==> src/rtl/mux_arb_pkg.sv <==
// Shared types and constants for the two-requester mux arbiter.
package mux_arb_pkg;

    typedef enum logic {
        IDLE = 1'b0,
        FULL = 1'b1
    } state_t;

    localparam logic SEL_IN0    = 1'b0;
    localparam logic SEL_IN1    = 1'b1;
    localparam int   DEF_WIDTH  = 32;
    localparam int   CNT_W      = 16;

endpackage

==> src/rtl/mux.sv <==
// Existing 2:1 datapath mux; control=0 passes in0, control=1 passes in1.
module mux #(
    parameter int WIDTH = 32
) (
    input  logic [WIDTH-1:0] in0,
    input  logic [WIDTH-1:0] in1,
    input  logic             control,
    output logic [WIDTH-1:0] out
);

    // Plain select, no registering.
    always_comb begin
        out = control ? in1 : in0;
    end

endmodule

==> src/rtl/mux_arbiter2_rr_pick2.sv <==
// Two-way round-robin pick: a lone requester wins, a tie goes to the
// requester that was not served last.
module rr_pick2 (
    input  logic req0,
    input  logic req1,
    input  logic last,
    output logic pick,
    output logic any_req
);

    // pick is only meaningful when any_req is high.
    always_comb begin
        any_req = req0 | req1;
        pick    = (req0 && req1) ? ~last : req1;
    end

endmodule

==> src/rtl/mux_arbiter2.sv <==
// Round-robin arbiter sharing one mux between two producers, with a single
// registered output stage and valid/ready handshake.
// Optional grant counters (cnt0/cnt1) are built when MUX_ARB_CNT_EN is defined.
//
//   state | meaning
//   IDLE  | output stage empty, out_valid=0
//   FULL  | out_data holds an unconsumed word, out_valid=1
module mux_arbiter2
    import mux_arb_pkg::*;
#(
    parameter int WIDTH = DEF_WIDTH
) (
    input  logic             clk,
    input  logic             reset,
    input  logic             req0,
    input  logic [WIDTH-1:0] data0,
    output logic             gnt0,
    input  logic             req1,
    input  logic [WIDTH-1:0] data1,
    output logic             gnt1,
    output logic             sel,
    output logic             out_valid,
    output logic [WIDTH-1:0] out_data,
    input  logic             out_ready
`ifdef MUX_ARB_CNT_EN
    ,
    output logic [CNT_W-1:0] cnt0,
    output logic [CNT_W-1:0] cnt1
`endif
);

    state_t           state_q, state_d;
    logic             last_q;
    logic             sel_q;
    logic             pick;
    logic             any_req;
    logic             load;
    logic [WIDTH-1:0] mux_out;

    rr_pick2 u_pick (
        .req0    (req0),
        .req1    (req1),
        .last    (last_q),
        .pick    (pick),
        .any_req (any_req)
    );

    mux #(.WIDTH(WIDTH)) u_mux (
        .in0     (data0),
        .in1     (data1),
        .control (sel),
        .out     (mux_out)
    );

    assign load      = any_req && ((state_q == IDLE) || out_ready);
    assign out_valid = (state_q == FULL);

    // Next state, grants and mux select; sel holds whenever nothing loads.
    always_comb begin
        state_d = state_q;
        gnt0    = 1'b0;
        gnt1    = 1'b0;
        sel     = sel_q;
        if (load) begin
            sel     = pick;
            gnt0    = (pick == SEL_IN0);
            gnt1    = (pick == SEL_IN1);
            state_d = FULL;
        end else if ((state_q == FULL) && out_ready) begin
            state_d = IDLE;
        end
    end

    // State register.
    always_ff @(posedge clk or posedge reset) begin
        if (reset) state_q <= IDLE;
        else       state_q <= state_d;
    end

    // Output word, last winner and held select; last=1 lets requester 0 win first.
    always_ff @(posedge clk or posedge reset) begin
        if (reset) begin
            out_data <= '0;
            last_q   <= 1'b1;
            sel_q    <= SEL_IN0;
        end else begin
            sel_q <= sel;
            if (load) begin
                out_data <= mux_out;
                last_q   <= pick;
            end
        end
    end

`ifdef MUX_ARB_CNT_EN
    // Saturating per-requester grant counters.
    always_ff @(posedge clk or posedge reset) begin
        if (reset) begin
            cnt0 <= '0;
            cnt1 <= '0;
        end else begin
            if (gnt0 && (cnt0 != {CNT_W{1'b1}})) cnt0 <= cnt0 + 1'b1;
            if (gnt1 && (cnt1 != {CNT_W{1'b1}})) cnt1 <= cnt1 + 1'b1;
        end
    end
`endif

endmodule

==> config.mk <==
export PLATFORM = sky130hd
export DESIGN_NAME = mux_arbiter2
export DESIGN_NICKNAME = d
export VERILOG_FILES = /design/src/rtl/mux_arb_pkg.sv /design/src/rtl/mux.sv /design/src/rtl/mux_arbiter2_rr_pick2.sv /design/src/rtl/mux_arbiter2.sv
export SDC_FILE = /design/constraint.sdc
export NUM_CORES = 1
export LEC_CHECK = 0
export CORE_ASPECT_RATIO = 0.7
export CORE_MARGIN = 2
export CORE_UTILIZATION = 25
export CTS_BUF_LIST = sky130_fd_sc_hd__clkbuf_4
export DETAILED_ROUTE_END_ITERATION = 10
export PLACE_DENSITY = 0.59
export SYNTH_ARGS = -nofsm -noshare
export SYNTH_HDL_FRONTEND = slang
export SYNTH_SLANG_ARGS = --single-unit
export TNS_END_PERCENT = 100
==> constraint.sdc <==
create_clock -name clk -period 1.95 [get_ports clk]
set_input_delay 0.39 -clock clk [delete_from_list [all_inputs] [get_ports clk]]
set_output_delay 0.39 -clock clk [all_outputs]
set_load 0.1 [all_outputs]
==> qor.yml <==
cp.arrival_ns: 1.53
first_pass_iters: 7
numCtsBuffers: 5
dpl.hpwl_um: 3540
die_x_um: 103
synth_fa_ha_area_share_pct: 0
yosysUniqueCellTypes: 17
ant_nets: 0
placedCellCount: 389
fin_nets: 377
yosys-top-cells-area: "dfrtp_1 49%, inv_1 21%, a222oi_1 19%"
outcome: "finished, final reports clean"
ys_ff_latch: 35
avgSynthCellArea_um2: 9.18
overflow: 0
synthCells: 188
yosys.area_share.simple_pct: 3.99
powerDensity_mw_per_mm2: 980
p_leak_uw: 0.00166
synth_top_family_by_area: "buffers and inverters"
synth_xor_area_share_pct: 0
max_freq_mhz: 520
p_total_uw: 2970
reg2reg_depth: 6
syn_to_final_growth_pct: 75.6
yosys_most_used_dff: "dfrtp_1"
clockRootBuffer: "clkbuf_4"
ys_warn_count: 0
yosys-mux-area-fraction_pct: 0
hold_path_startpoint: "req0"
yosysTopAreaCellShare_pct: 49.3
initial_core_util_pct: 25.7
grt_max_degree: 36
grt_pass1_wl_um: 7400
clkLatencyLatePin_ns: 0.32
slew_headroom_pct: 68.2
worstHoldPathType: "primary input to flip-flop"
grtUsageTotal_pct: 12.8
synth_edf_count: 0
crit_type: "flip-flop to primary output"
finalWirelength_um: 4930
finalCritPeriodShare_pct: 98.6
synth_compound_area_share_pct: 19.7
setup-tns-final_ns: 0
worst_slew_pin_slew_ns: 0.477
yosys.area.top_type: "dfrtp_1"
period_minus_slack_ns: 1.92
layout-drive-gt1-share_pct: 22.3
hold_viol: 0
r2r_setup_slack_ns: 0.26
finalClockSkew_ns: 0.00566
antenna_found_initial: 0
cts_hold_buf: 0
r2r-start: "out_valid"
async_flop_share_pct: 100
dieArea_mm2: 0.00759
ir_drop_mv: 0.394
slew_violations: 0
yosysSeqAreaShare_pct: 50.8
yosysMostFrequentCell: "inv_1"
post-route-util_pct: 45.0
hold_end: "out_valid"
start_kind: "flip-flop"
clockBufferDepth: 2
top_level_ports: 105
hold_ws_ns: 0.386
min_path_cells: 2
synth_area_mm2: 0.00173
syn_nets: 257
diodes: 0
worst_r2r_endpoint: "out_data[24]"
end_kind: "primary output"
io_buffers: 104
viasPerCell: 4.15
required_ns: 1.56
cap_violations: 0
drtIter0Drc: 125
h-tree-depth: 2
wl_per_cell_um: 12.2
fp-row-count: 25
worstPathMaxFanout: 3
clock_sinks: 35
cts_tree: "done"
die_h_um: 73.5
rsz0062_at_grt: "true"
synthTopCellsByCount: "98 x inv_1, 34 x dfrtp_1, 32 x a222oi_1, 4 x buf_6"
setup_viol: 0
gp_congestion: 0.667
vias: 1674
core_area_mm2: 0.00673
grt_pass1_vias: 1554
clk_pin_slew_ns: 0.10
final_cells: 403
post-route-drc-count: 0
[power by group]
group	total, µW	internal [µW]	switching, µW	leakage [µW]
combinational	1660	462	1200	0.00125
sequential	924	855	68.5	0.000382
clock	386	148	238	0.0000307
[worst max-delay path: stages (launching register included)]
cell and delay [ns]:
dfrtp_4 0.48, buf_4 0.15, nand2b_4 0.06, and3_4 0.21, nand2b_4 0.14, buf_12 0.17
[cells by family after synthesis]
| kind of cell | count (synthesis) |
|---|---|
| compound gates | 36 |
| buf+inv | 108 |
| flops | 35 |
| simple gates | 9 |
[state kept, by name, summed over array words and instances, names as in the netlist]
signal and cells:
sel_q 1, out_valid 1, last_q 1, out_data 32
[metal layers]
| metal | vias up | track usage (%) | routed length [µm] |
|---|---|---|---|
| li1 | 837 | - | - |
| met1 | 768 | 17.3 | 2330 |
| met2 | 67 | 19.1 | 2050 |
| met3 | 2 | 5.42 | 534 |
| met4 | 0 | 3.07 | 19 |
| met5 | - | 0 | 0 |
[cell type report]
type,instances,area [µm²]
Fill cell,684,3700
Timing Repair Buffer,123,1180
Multi-Input combinational cell,45,428
Tap cell,94,118
Sequential cell,35,881
Clock buffer,6,45.0
Inverter,98,368
Clock inverter,2,7.51
[timing repair]
| action | in CTS | in global routing |
|---|---|---|
| gates resized for setup | 2 | 2 |
| buffers inserted | 3 | 3 |
| endpoints found under the setup margin | 2 | 3 |
| pin swaps | 1 | 1 |
[layout by cell type, fill, tap and decap left out, drive strengths merged]
cell           Yosys  layout
o21ai              4       4
or3                1       1
dlymetal6s2s       0       1
dfstp              1       1
nor3               1       1
clkinv             0       2
nand2              2       2
and3               1       1
dfrtp             34      34
and2b              1       1
nand2b             2       2
dlygate4sd2        0       1
clkdlybuf4s50      0      66
inv               98      98
nor2b              1       1
clkbuf             3       6
a222oi            32      32
buf                7      55
[per-stage QoR]
step | setup slack [ns] | area (µm²)
6_report | 0.0275 | 3030
5_1_grt | -0.0405 | 3030
4_1_cts | -0.0305 | 3000
3_5_place_dp | -0.0855 | 2930
3_3_place_gp | -0.0802 | 2930
2_1_floorplan | 0.00962 | 1750
[worst max path at each step]
stage | slack [ns] | cells past startpoint | from | endpoint
after detailed placement | -0.09 | 4 | out_ready | gnt0
final | 0.03 | 5 | out_valid | sel
after floorplan | 0.01 | 5 | out_valid | sel
after CTS | -0.03 | 3 | out_valid | gnt0
after global placement | -0.08 | 4 | out_ready | gnt0
after global routing | -0.04 | 5 | out_valid | sel
Note: power is estimated with default switching activity, not from simulation.
